$ cat src/rtl/vg64_pkg.sv
// vg64_pkg: shared register offsets, token bit positions and bus payload types
// for the C64 cartridge-port write queue.
package vg64_pkg;

    localparam int unsigned ADDR_W = 16;
    localparam int unsigned DATA_W = 8;

    // Register offsets inside the 4-byte window
    localparam logic [1:0] REG_TOKEN   = 2'd0;
    localparam logic [1:0] REG_LSB     = 2'd1;
    localparam logic [1:0] REG_MSB     = 2'd2;
    localparam logic [1:0] REG_OPERAND = 2'd3;

    // Token register bit positions
    localparam int unsigned TOK_BANK   = 0;
    localparam int unsigned TOK_HIRES  = 6;
    localparam int unsigned TOK_SCREEN = 7;

    // Queued video-SRAM write request
    typedef struct packed {
        logic              bank;
        logic [ADDR_W-1:0] addr;
        logic [DATA_W-1:0] data;
    } wr_req_t;

    // One sample of the C64 bus
    typedef struct packed {
        logic              rw;
        logic [ADDR_W-1:0] addr;
        logic [DATA_W-1:0] data;
    } bus_t;

endpackage

$ cat src/rtl/vg64_sync_fifo.sv
// vg64_sync_fifo: show-ahead FIFO with wrap-bit pointers and registered
// valid/full/level. A push into a full FIFO is accepted only when a pop
// happens in the same cycle.
module vg64_sync_fifo
    import vg64_pkg::*;
#(
    parameter int unsigned DEPTH = 4
) (
    input  logic                     clk,
    input  logic                     rst_n,
    input  logic                     i_push,
    input  wr_req_t                  i_data,
    input  logic                     i_ready,
    output logic                     o_push_ok_c,
    output logic                     o_valid,
    output wr_req_t                  o_head,
    output logic                     o_full,
    output logic [$clog2(DEPTH):0]   o_level
);

    localparam int unsigned PW = $clog2(DEPTH);
    localparam int unsigned LW = PW + 1;

    logic [LW-1:0] wr_ptr_q, wr_ptr_d;
    logic [LW-1:0] rd_ptr_q, rd_ptr_d;
    logic [LW-1:0] level_q, level_d;
    logic          valid_q, valid_d;
    logic          full_q, full_d;
    wr_req_t       mem_q [DEPTH];
    wr_req_t       mem_d [DEPTH];
    logic          pop;

    // Next-state: handshake, storage write, pointer and status update
    always_comb begin
        mem_d       = mem_q;
        pop         = valid_q & i_ready;
        o_push_ok_c = i_push & (~full_q | pop);
        if (o_push_ok_c) begin
            mem_d[wr_ptr_q[PW-1:0]] = i_data;
        end
        wr_ptr_d = wr_ptr_q + LW'(o_push_ok_c);
        rd_ptr_d = rd_ptr_q + LW'(pop);
        level_d  = wr_ptr_d - rd_ptr_d;
        valid_d  = (wr_ptr_d != rd_ptr_d);
        full_d   = (wr_ptr_d[PW] != rd_ptr_d[PW]) &&
                   (wr_ptr_d[PW-1:0] == rd_ptr_d[PW-1:0]);
    end

    // State registers
    always_ff @(posedge clk or negedge rst_n) begin
        if (!rst_n) begin
            wr_ptr_q <= '0;
            rd_ptr_q <= '0;
            level_q  <= '0;
            valid_q  <= 1'b0;
            full_q   <= 1'b0;
            for (int i = 0; i < int'(DEPTH); i++) begin
                mem_q[i] <= '0;
            end
        end else begin
            wr_ptr_q <= wr_ptr_d;
            rd_ptr_q <= rd_ptr_d;
            level_q  <= level_d;
            valid_q  <= valid_d;
            full_q   <= full_d;
            mem_q    <= mem_d;
        end
    end

    assign o_valid = valid_q;
    assign o_full  = full_q;
    assign o_level = level_q;
    assign o_head  = mem_q[rd_ptr_q[PW-1:0]];

endmodule

$ cat src/rtl/c64_write_queue.sv
// c64_write_queue: decodes C64 writes to the BASE_ADDR..+3 window and queues
// bank-qualified video-SRAM write requests. Define C64WQ_AUTOINC_EN to make
// every accepted push post-increment the address register.
module c64_write_queue
    import vg64_pkg::*;
#(
    parameter logic [15:0] BASE_ADDR   = 16'hDE00,
    parameter int unsigned FIFO_DEPTH  = 4,
    parameter int unsigned SYNC_STAGES = 2
) (
    input  logic                          clk100,
    input  logic                          rst,
    input  logic                          i_64clk,
    input  logic                          i_64rw,
    input  logic [15:0]                   i_64addr,
    input  logic [7:0]                    i_64data,
    output logic [7:0]                    o_token,
    output logic                          o_wr_valid,
    input  logic                          i_wr_ready,
    output logic [16:0]                   o_wr_addr,
    output logic [7:0]                    o_wr_data,
    output logic                          o_full,
    output logic                          o_overflow,
    output logic [$clog2(FIFO_DEPTH):0]   o_level
);

    logic [SYNC_STAGES-1:0] sync_q, sync_d;
    logic                   phi_prev_q, phi_prev_d;
    bus_t                   dl_q [SYNC_STAGES+1];
    bus_t                   dl_d [SYNC_STAGES+1];
    logic [7:0]             token_q, token_d;
    logic [15:0]            addr_q, addr_d;
    logic                   ovf_q, ovf_d;

    bus_t                   bus;
    logic                   bus_stb;
    logic [15:0]            offset;
    logic                   wr_hit;
    logic                   push;
    logic                   push_ok;
    wr_req_t                push_req;
    wr_req_t                head;

    // PHI2 synchronizer and bus delay line shift
    always_comb begin
        sync_d[0] = i_64clk;
        for (int i = 1; i < int'(SYNC_STAGES); i++) begin
            sync_d[i] = sync_q[i-1];
        end
        phi_prev_d = sync_q[SYNC_STAGES-1];
        dl_d[0]    = {i_64rw, i_64addr, i_64data};
        for (int i = 1; i <= int'(SYNC_STAGES); i++) begin
            dl_d[i] = dl_q[i-1];
        end
    end

    // The oldest delay-line copy was sampled alongside the last high PHI2 sample
    assign bus     = dl_q[SYNC_STAGES];
    assign bus_stb = phi_prev_q & ~sync_q[SYNC_STAGES-1];
    assign offset  = bus.addr - BASE_ADDR;
    assign wr_hit  = bus_stb & ~bus.rw & (offset[15:2] == 14'd0);
    assign push    = wr_hit & (offset[1:0] == REG_OPERAND);

    // Register decode, overflow tracking and optional address post-increment
    always_comb begin
        token_d  = token_q;
        addr_d   = addr_q;
        ovf_d    = ovf_q;
        push_req = '{bank: token_q[TOK_BANK], addr: addr_q, data: bus.data};
        if (wr_hit) begin
            case (offset[1:0])
                REG_TOKEN: begin
                    token_d = bus.data;
                    ovf_d   = 1'b0;
                end
                REG_LSB:  addr_d[7:0]  = bus.data;
                REG_MSB:  addr_d[15:8] = bus.data;
                default:  ;
            endcase
        end
        if (push && !push_ok) begin
            ovf_d = 1'b1;
        end
`ifdef C64WQ_AUTOINC_EN
        if (push_ok) begin
            addr_d = addr_q + 16'd1;
        end
`endif
    end

    // State registers
    always_ff @(posedge clk100 or negedge rst) begin
        if (!rst) begin
            sync_q     <= '0;
            phi_prev_q <= 1'b0;
            for (int i = 0; i <= int'(SYNC_STAGES); i++) begin
                dl_q[i] <= '0;
            end
            token_q    <= '0;
            addr_q     <= '0;
            ovf_q      <= 1'b0;
        end else begin
            sync_q     <= sync_d;
            phi_prev_q <= phi_prev_d;
            dl_q       <= dl_d;
            token_q    <= token_d;
            addr_q     <= addr_d;
            ovf_q      <= ovf_d;
        end
    end

    vg64_sync_fifo #(
        .DEPTH (FIFO_DEPTH)
    ) u_fifo (
        .clk         (clk100),
        .rst_n       (rst),
        .i_push      (push),
        .i_data      (push_req),
        .i_ready     (i_wr_ready),
        .o_push_ok_c (push_ok),
        .o_valid     (o_wr_valid),
        .o_head      (head),
        .o_full      (o_full),
        .o_level     (o_level)
    );

    assign o_token    = token_q;
    assign o_overflow = ovf_q;
    assign o_wr_addr  = {head.bank, head.addr};
    assign o_wr_data  = head.data;

endmodule
$ cat config.mk
export PLATFORM = sky130hd
export DESIGN_NAME = c64_write_queue
export DESIGN_NICKNAME = d
export VERILOG_FILES = /design/src/rtl/vg64_pkg.sv /design/src/rtl/vg64_sync_fifo.sv /design/src/rtl/c64_write_queue.sv
export SDC_FILE = /design/constraint.sdc
export NUM_CORES = 1
export LEC_CHECK = 0
export BUFFER_PORTS_ARGS = -buffer_cell sky130_fd_sc_hd__buf_4
export CAP_MARGIN = 20
export CORE_UTILIZATION = 55
export DETAILED_ROUTE_END_ITERATION = 10
export PLACE_DENSITY = 0.71
export SYNTH_ARGS = -nofsm -noshare
export SYNTH_HDL_FRONTEND = slang
export SYNTH_SLANG_ARGS = --single-unit
$ cat constraint.sdc
create_clock -name clk100 -period 6.8 [get_ports clk100]
set_input_delay 1.02 -clock clk100 [delete_from_list [all_inputs] [get_ports clk100]]
set_output_delay 1.02 -clock clk100 [all_outputs]
set_load 0.05 [all_outputs]
==> impl_metrics.toml, run 1 <==
[global_route]
grt_pass1_vias = 4345
grt-ovfl-total = 0
grt_pass1_wl_mm = 23.5
grt.total_usage_pct = 19.4
grt_max_degree = 133
antenna_found_initial = 0

[timing]
finalCritPeriodShare_pct = 47.5
report.final.slew_viol_count = 0
min_period_ns = 3.23
setup_viol = 0
maxClockFrequency_mhz = 310
relSlewSlack_pct = 41.1
hold_violations = 0
rsz0062_at_grt = "false"
setup-tns-final_ns = 0
hold_ws_ns = 0.341
worstMarginPinSlew_ns = 0.877
fin_worst_skew_ns = 0.0173

[placed_design]
dp_hpwl_mm = 8.26
dp.cells = 680
io_buffers = 67
dpl_cell_area_sq_um = 9020
gp_congestion = 0.762

[cts]
cts_buffer_depth = 3
cts_buffers = 23
post_cts_resized = 0
cts_hold_buf = 0
htree_levels = 1
cts.sinks = 214
clkLatencyLatePin_ns = 0.50
tritoncts = "yes"
root_buffer = "clkbuf_16"
cts_setup_buffers = 0
path_clk_slew_ns = 0.06

[finish]
multiInputGateArea_sq_um = 2860
final_util_pct = 67.6
num_antenna_cells = 0
drive_above_1_share_pct = 52.1
final_area_sq_um = 9900
nets = 560
regArea_sq_um = 5360
finalNonFillerCells = 723
fillers = 982
area_delta_synth_final_pct = 18.6

[setup_path]
crit_path_cell_trace = "buf_4, mux4_2, buf_4"
crit_slowest_cell = "mux4_2"
crit_type = "reg -> out"
cp_common_cell = "buf_4"
reg2reg_depth = 10
critPathCapture = "o_wr_addr[9]"
cp.arrival_ns = 2.21
worst-path-max-fanout = 24
reg2reg_from = "bus[17]"
rr_endpoint = "u_fifo.o_level[2]"
start_kind = "register"
slowest_delay_ns = 0.62
required_ns = 5.78
critPathLaunch = "u_fifo.rd_ptr_q[0]"
cp-end-kind = "output port"
worst-r2r-setup-slack_ns = 3.70

[synth]
syn_area_per_cell_sq_um = 19.1
synth_top_family_by_area = "multiplexers"
synth_adder_area_share_pct = 1.29
ys_async_sr_fraction_pct = 100
synth-simple-area-share_pct = 5.17
synth_cell_types = 39
synth_compound_area_share_pct = 0.285
synth_xor_area_share_pct = 0.420
netlist_instances = 436
ys_seq_area_share_pct = 64.2
synth_warnings = 0
ys.flop_type = "dfrtp_1"
synthesis.nets = 473
synthMuxAreaShare_pct = 27.1
syn-cell-area_sq_um = 8350
ys_seq_elements = 214
synth_edf_count = 0

[floorplan]
fp-row-count = 44
io_pins = 68
fp.dieH_microns = 125
fp.coreArea_sq_um = 14600
die_w_microns = 125
dieArea_sq_um = 15700
start_util_pct = 57.0

[routing]
detail_route.wl_per_cell_microns = 19.8
vias = 3992
drt_first_pass_iters = 6
routed_wl_mm = 14.3
ant_nets = 0
vias_per_cell = 5.52
drtIter0Drc = 202
drc_errors = 0

[job]
drv_cap = 0

[hold_path]
hold_path.class = "reg -> reg"

[power_and_ir_drop]
p_per_area_nw_per_um2 = 302
max-vdd-ir-drop_mv = 0.245
power.leakage_nw = 4.77

[status]
outcome = "complete, no violations"
-- flip-flops by register name, summed over array words and instances, names as in the netlist --
register	flops
u_fifo.wr_ptr_q	3
sync_q	2
u_fifo.mem_q	100
dl_d	50
u_fifo.rd_ptr_q	3
addr_q	16
o_token	8
u_fifo.o_valid	1
phi_prev_q	1
bus	25
u_fifo.o_full	1
u_fifo.o_level	3
o_overflow	1
-- synthesized netlist by cell type, types with 2 or more instances --
cell	n	area [sq um]
dfrtp_1	214	5360
mux2_4	80	1200
mux2_2	44	495
mux4_2	25	563
buf_6	8	90.1
ha_1	7	87.6
nor4_4	7	149
inv_1	5	18.8
clkbuf_1	3	11.3
nand2_1	3	11.3
nand2b_1	3	18.8
nand4b_1	3	26.3
nor2_1	3	11.3
and2_1	2	12.5
buf_2	2	10.0
nand3_1	2	10.0
xnor2_1	2	17.5
xor2_1	2	17.5
-- through the flow --
stage	setup WS [ns]	total power, W
6_report	3.57	0.00299
5_1_grt	3.43	0.00311
4_1_cts	3.50	0.00303
3_5_place_dp	3.70	0.00170
3_3_place_gp	3.80	0.00170
2_1_floorplan	3.91	0.00159
-- worst min path at each step --
stage                     endpoint  depth (start not counted)  startpoint  slack [ns]
after floorplan             bus[0]                          0     dl_d[0]        0.33
after global placement     bus[23]                          0    dl_d[23]        0.33
after detailed placement    bus[5]                          0     dl_d[5]        0.33
after CTS                 dl_d[11]                          0    dl_d[36]        0.35
after global routing       bus[13]                          0    dl_d[13]        0.35
final                     dl_d[11]                          0    dl_d[36]        0.34
-- cell families (layout without fill, tap and decap cells) --
kind of cell	Yosys count	count (layout)
XOR/XNOR	4	4
buffers and inverters	19	122
multiplexers	149	149
AO/OA/AOI/OAI	3	3
adder cells (fa/ha/maj)	8	8
flip-flops	214	214
AND/OR/NAND/NOR	39	39
-- critical path, delay by kind of cell, from the launching register on --
kind / cells / cell delay [ns]
multiplexers: 1 / 0.62
flip-flops: 1 / 0.40
buffers and inverters: 2 / 0.68
-- report_power, final --
part / leakage, nW / internal (W) / total (W) / switching [W]
clock: 0.398 / 0.000820 / 0.00131 / 0.000492
sequential: 2.79 / 0.00132 / 0.00135 / 0.0000265
combinational: 1.59 / 0.000128 / 0.000329 / 0.000201
total: 4.77 / 0.00227 / 0.00299 / 0.000720
-- layer usage --
layer | up-vias | GRT usage, % | wire (microns)
met5 | - | 0 | 0
met4 | 0 | 5.02 | 265
met3 | 27 | 4.02 | 509
met2 | 81 | 32.3 | 7260
met1 | 2124 | 26.2 | 6260
li1 | 1760 | - | -
-- layout by cell type (no fill, tap or decap), drive strengths merged, types with 2 or more instances in the layout --
cell type,n
nor4,9
nand3,2
ha,7
nor3,2
nor2,3
clkinv,5
nand4b,4
nand2b,3
nand2,3
bufinv,4
xnor2,2
buf,75
mux4,25
inv,6
clkbuf,30
mux2,124
dfrtp,214
nor4b,3
and2,2
nand4,2
xor2,2
clkinvlp,2
-- final cells by class --
class                           instances  share of cell area, %
Sequential cell                       214                   54.1
Multi-Input combinational cell        203                   28.9
Clock buffer                           29                   6.45
Timing Repair Buffer                   76                   6.23
Tap cell                              184                   2.33
Clock inverter                         12                   1.82
Inverter                                5                  0.190
Power figures use the tool's default switching activity.
==> run 2, diff against run 1 <==
==> constraint.sdc (replaced) <==
create_clock -name clk100 -period 3.1 [get_ports clk100]
set_input_delay 0.465 -clock clk100 [delete_from_list [all_inputs] [get_ports clk100]]
set_output_delay 0.465 -clock clk100 [all_outputs]
set_load 0.05 [all_outputs]
==> impl_metrics.toml, run 2 (synthesis gave the netlist of run 1 again) <==
[placed_design]
dp.cells = 687
dpl_cell_area_sq_um = 9140
gp_congestion = 0.798
io_buffers = 67
dp_hpwl_mm = 8.79

[routing]
drt_first_pass_iters = 7
drtIter0Drc = 118
detail_route.wl_per_cell_microns = 19.8
ant_nets = 0
routed_wl_mm = 14.3
drc_errors = 0
vias = 3995
vias_per_cell = 5.52

[setup_path]
worst-path-max-fanout = 3
required_ns = 3.46
crit_path_cell_trace = "ha_1, nor4bb_1, nand2_1, nor3_1, and3_1, ha_1, ha_1, inv_1, fa_1, xnor2_1"
cp.arrival_ns = 2.98
cp-end-kind = "register"
crit_slowest_cell = "dfrtp_1"
crit_type = "reg -> reg"
cp_common_cell = "ha_1"
slowest_delay_ns = 0.43
start_kind = "register"
reg2reg_depth = 10

[timing]
worstMarginPinSlew_ns = 0.723
finalCritPeriodShare_pct = 84.7
fin_worst_skew_ns = 0.0120
relSlewSlack_pct = 51.8
hold_violations = 0
maxClockFrequency_mhz = 381
setup-tns-final_ns = 0
min_period_ns = 2.62
rsz0062_at_grt = "false"
report.final.slew_viol_count = 0
setup_viol = 0

[status]
outcome = "complete, no violations"

[power_and_ir_drop]
p_per_area_nw_per_um2 = 625
power.leakage_nw = 4.72
max-vdd-ir-drop_mv = 0.626
p_total_w = 0.00613

[floorplan]
start_util_pct = 57.0
fp.dieH_microns = 125
fp.coreArea_sq_um = 14600
die_w_microns = 125
fp-row-count = 44
io_pins = 68
dieArea_sq_um = 15700

[cts]
cts_hold_buf = 0
root_buffer = "clkbuf_16"
path_clk_slew_ns = 0.06
cts_buffer_depth = 3
cts_buffers = 21
cts.sinks = 214
tritoncts = "yes"
clkLatencyLatePin_ns = 0.49
htree_levels = 1
cts_setup_buffers = 0
post_cts_resized = 0

[finish]
final_util_pct = 67.0
nets = 563
final_area_sq_um = 9810
multiInputGateArea_sq_um = 2860
largest_reg_flops = 100
finalNonFillerCells = 724
num_antenna_cells = 0
regArea_sq_um = 5360
mostFrequentLayoutCell = "dfrtp_1"
final_cell_mix = "dfrtp_1, mux2_4, buf_4, mux2_2, mux4_2"
area_delta_synth_final_pct = 17.5
drive_above_1_share_pct = 51.5
max_flop_register = "u_fifo.mem_q"
fillers = 1002

[job]
drv_cap = 0

[global_route]
grt_pass1_wl_mm = 24.1
grt_max_degree = 88
antenna_found_initial = 0
grt.total_usage_pct = 19.7
grt-ovfl-total = 0
grt_pass1_vias = 4422

[hold_path]
hold_path.class = "in -> async"
## run 2: changes by cell type in the layout (fill, tap and decap cells not counted), moves of 2 or more
cell	previous run	this run
clkbuf_16	23	21
clkbuf_1	2	6
buf_12	0	5
buf_16	2	0
buf_4	73	75
clkbuf_8	5	3
bufinv_16	4	2
## run 2: path summary, 6_finish.rpt
kind / from / endpoint / slack, ns
worst max register to register: bus[17] / u_fifo.o_level[2] / 0.48
worst max-delay path: bus[17] / u_fifo.o_level[2] / 0.48
min in group clk100: i_64data[6] / dl_d[31] / 0.09
max in group asynchronous: rst / dl_d[4] / 2.26
worst min-delay path: rst / bus[3] / 0.01
worst min register to register: dl_d[28] / dl_d[3] / 0.34
## run 2: critical path: cells and delay by family, from the launching register on
kind / cells / cell delay, ns
fa+ha+maj: 4 / 1.07
simple gates: 4 / 0.80
flops: 1 / 0.43
xor+xnor: 1 / 0.14
buf+inv: 1 / 0.07
## run 2: power by group
| part | internal (W) | total, W | switching (W) |
|---|---|---|---|
| Clock | 0.00146 | 0.00246 | 0.000997 |
| Combinational | 0.000278 | 0.000718 | 0.000440 |
| Sequential | 0.00290 | 0.00295 | 0.0000551 |
## run 2: layer usage
metal	GRT usage, %	part of all wire [%]	up-vias	routed length, microns
li1	-	-	1767	-
met1	26.5	43	2133	6220
met2	33.5	51	71	7340
met3	3.77	3.3	24	477
met4	4.73	2.2	0	316
met5	0	0	-	0
## run 2: layout make-up
type / instances / share of cell area (%)
Clock inverter: 8 / 0.944
Inverter: 5 / 0.191
Tap cell: 184 / 2.35
Clock buffer: 29 / 5.87
Multi-Input combinational cell: 203 / 29.1
Sequential cell: 214 / 54.6
Timing Repair Buffer: 81 / 6.90
## run 2: stage by stage
step	hold slack (ns)	worst slack, ns
2_1_floorplan	0.169	0.206
3_3_place_gp	0.332	0.555
3_5_place_dp	0.335	0.448
4_1_cts	0.0559	0.420
5_1_grt	0.0641	0.347
6_report	0.0133	0.475
==> run 3, diff against run 2 <==
--- a/config.mk
+++ b/config.mk
@@ -5,11 +5,12 @@
 export SDC_FILE = /design/constraint.sdc
 export NUM_CORES = 1
 export LEC_CHECK = 0
+export ABC_AREA = 1
 export BUFFER_PORTS_ARGS = -buffer_cell sky130_fd_sc_hd__buf_4
 export CAP_MARGIN = 20
-export CORE_UTILIZATION = 55
+export CORE_UTILIZATION = 54
 export DETAILED_ROUTE_END_ITERATION = 10
-export PLACE_DENSITY = 0.71
+export PLACE_DENSITY = 0.73
 export SYNTH_ARGS = -nofsm -noshare
 export SYNTH_HDL_FRONTEND = slang
 export SYNTH_SLANG_ARGS = --single-unit
==> constraint.sdc (replaced) <==
create_clock -name clk100 -period 2.4 [get_ports clk100]
set_input_delay 0.36 -clock clk100 [delete_from_list [all_inputs] [get_ports clk100]]
set_output_delay 0.36 -clock clk100 [all_outputs]
set_load 0.05 [all_outputs]
==> impl_metrics.toml, run 3 <==
[floorplan]
dieArea_sq_um = 16400
die_w_microns = 128
fp-row-count = 45
io_pins = 68
start_util_pct = 55.8
fp.coreArea_sq_um = 15400
fp.dieH_microns = 128

[timing]
setup_viol = 2
finalCritPeriodShare_pct = 102
maxClockFrequency_mhz = 410
relSlewSlack_pct = 59.5
hold_violations = 0
worstMarginPinSlew_ns = 0.607
fin_worst_skew_ns = 0.0119
rsz0062_at_grt = "true"
min_period_ns = 2.44
worst_slack_ns = -0.0399
report.final.slew_viol_count = 0

[synth]
netlist_instances = 837
synth_top_area_share_pct = 62.5
ys_seq_area_share_pct = 62.5
ys_async_sr_fraction_pct = 100
synth_edf_count = 0
synthesis.nets = 874
ys_seq_elements = 214
synth_top_cell_by_area = "dfrtp_1"
synth_warnings = 0
synth.most_common_cell = "nand2_1"
ys.flop_type = "dfrtp_1"
yosys-top-cells-area = "dfrtp_1, nand2_1, nand4_1, o21ai_0, nor2_1"
syn_area_per_cell_sq_um = 10.2
synth_cell_types = 29
syn-cell-area_sq_um = 8570
yosys-top-cells-count = "nand2_1, dfrtp_1, nand4_1"

[finish]
nets = 969
num_antenna_cells = 0
largest_reg_flops = 100
finalNonFillerCells = 1156
final_area_sq_um = 10400
fillers = 1151
final_util_pct = 67.8
drive_above_1_share_pct = 20.0
regArea_sq_um = 5360
area_delta_synth_final_pct = 21.5
mostFrequentLayoutCell = "nand2_1"
final_cell_mix = "nand2_1, dfrtp_1, nand4_1, buf_4, nor2_1"
multiInputGateArea_sq_um = 2810
max_flop_register = "u_fifo.mem_q"

[hold_path]
min_from = "i_wr_ready"
hold_path.class = "in -> reg"
worstHoldPathCells = 6
hold_end = "o_overflow"

[cts]
cts_buffers = 22
cts.sinks = 214
htree_levels = 1
path_clk_slew_ns = 0.06
clkLatencyLatePin_ns = 0.51
tritoncts = "yes"
cts_buffer_depth = 3
root_buffer = "clkbuf_16"

[routing]
wl_met3_mm = 1.37
wl_met1_mm = 8.66
drtIter0Drc = 539
detail_route.wl_per_cell_microns = 18.0
drt_first_pass_iters = 5
vias_per_cell = 5.64
routed_wl_mm = 20.8
ant_nets = 0
vias = 6516
drc_errors = 0
top_layer_used = "met4"
wl_met2_mm = 10.2

[placed_design]
gp_congestion = 0.776
dpl_cell_area_sq_um = 9350
io_buffers = 67
dp_hpwl_mm = 11.8
dp.cells = 1090
pre_cts_slack_ns = -0.0130

[setup_path]
reg2reg_from = "bus[17]"
reg2reg_depth = 13
required_ns = 2.80
crit_path_cell_trace = "ha_1, inv_1, nand2_2, nor2_2, nand2_1, nor2_1, nand2_1, nor3_2, ha_2, ha_4, inv_2, fa_2, inv_2"
cp.arrival_ns = 2.83
rr_endpoint = "u_fifo.o_level[1]"
crit_type = "reg -> reg"
slowest_delay_ns = 0.53
critPathBufInv = 3
cp-end-kind = "register"
path_delay_family = "adder cells"
start_kind = "register"
worst-r2r-setup-slack_ns = -0.04
crit_slowest_cell = "fa_2"
worst-path-max-fanout = 3

[global_route]
grt.total_usage_pct = 27.0
grt_pass1_wl_mm = 34.2
grt-ovfl-total = 0
antenna_found_initial = 0
grt_max_degree = 66
grt_pass1_vias = 6563

[job]
drv_cap = 0

[status]
outcome = "finished, violations left"
violations = "setup timing"

[power_and_ir_drop]
max-vdd-ir-drop_mv = 0.852
p_per_area_nw_per_um2 = 1020
p_total_w = 0.0106
power.leakage_nw = 5.28
## run 3: cell count changes after synthesis, sizes merged, moves of 30 or more
cell,change
clkbuf,+30
mux2,-124
nor2,+64
nand2,+245
nand4,+102
o21ai,+73
## run 3: per-layer routing
metal  up-vias  global-route usage (%)
met1      3207                    36.4
li1       3002                       -
met3        57                    3.84
met2       250                    44.3
met5         -                       0
met4         0                    11.1
## run 3: logic make-up (layout without fill, tap and decap cells)
kind of cell             count (synthesis)  after routing  share of synthesized area, %
XOR/XNOR                                 4              4                         0.409
AO/OA/AOI/OAI                          100            100                          6.90
adder cells (fa/ha/maj)                  8              8                          1.25
AND/OR/NAND/NOR                        425            425                          23.5
buffers and inverters                   86            194                          5.52
flip-flops                             214            214                          62.5
## run 3: repair_timing
item / CTS / global route
endpoints found under the hold margin: 86 / 0
buffers inserted: 0 / 2
endpoints found under the setup margin: 1 / 10
pin swaps: 0 / 3
gates resized for setup: 3 / 9
hold buffers: 27 / 0
## run 3: worst max-delay path by stage
stage                    from                end  slack [ns]  cells after the start
2_1_floorplan  u_fifo.o_valid  u_fifo.o_level[2]        0.10                     10
3_3_place_gp          bus[17]  u_fifo.o_level[2]         0.1                     13
3_5_place_dp          bus[17]  u_fifo.o_level[2]       -0.01                     13
4_1_cts               bus[17]  u_fifo.o_level[2]        0.02                     13
5_1_grt               bus[18]  u_fifo.o_level[1]       -0.17                     13
6_report              bus[17]  u_fifo.o_level[1]       -0.04                     13
## run 3: report_power, final
part	internal [W]	leakage, nW	switching [W]
sequential	0.00374	2.78	0.0000969
combinational	0.000977	2.13	0.00237
clock	0.00208	0.364	0.00137
## run 3: cell type report
type	count	area share, %
timing repair buffer	127	10.9
inverter	30	1.08
multi-input combinational	537	26.9
sequential	214	51.4
clock buffer	30	6.15
tap	211	2.53
clock inverter	7	0.949
## run 3: per-stage QoR
step                hold slack, ns  setup TNS [ns]
finish                       0.303         -0.0556
global route                 0.353          -0.635
CTS                          0.294               0
detailed placement           0.335         -0.0130
global placement             0.331               0
floorplan                   0.0644               0
## run 3: worst register-to-register path, delay by kind of cell, from the launching register on
| kind | cells | cell delay (ns) |
|---|---|---|
| and+or+nand+nor | 6 | 0.60 |
| DFF | 1 | 0.38 |
| buffers and inverters | 3 | 0.16 |
| adders and majority gates | 4 | 1.18 |
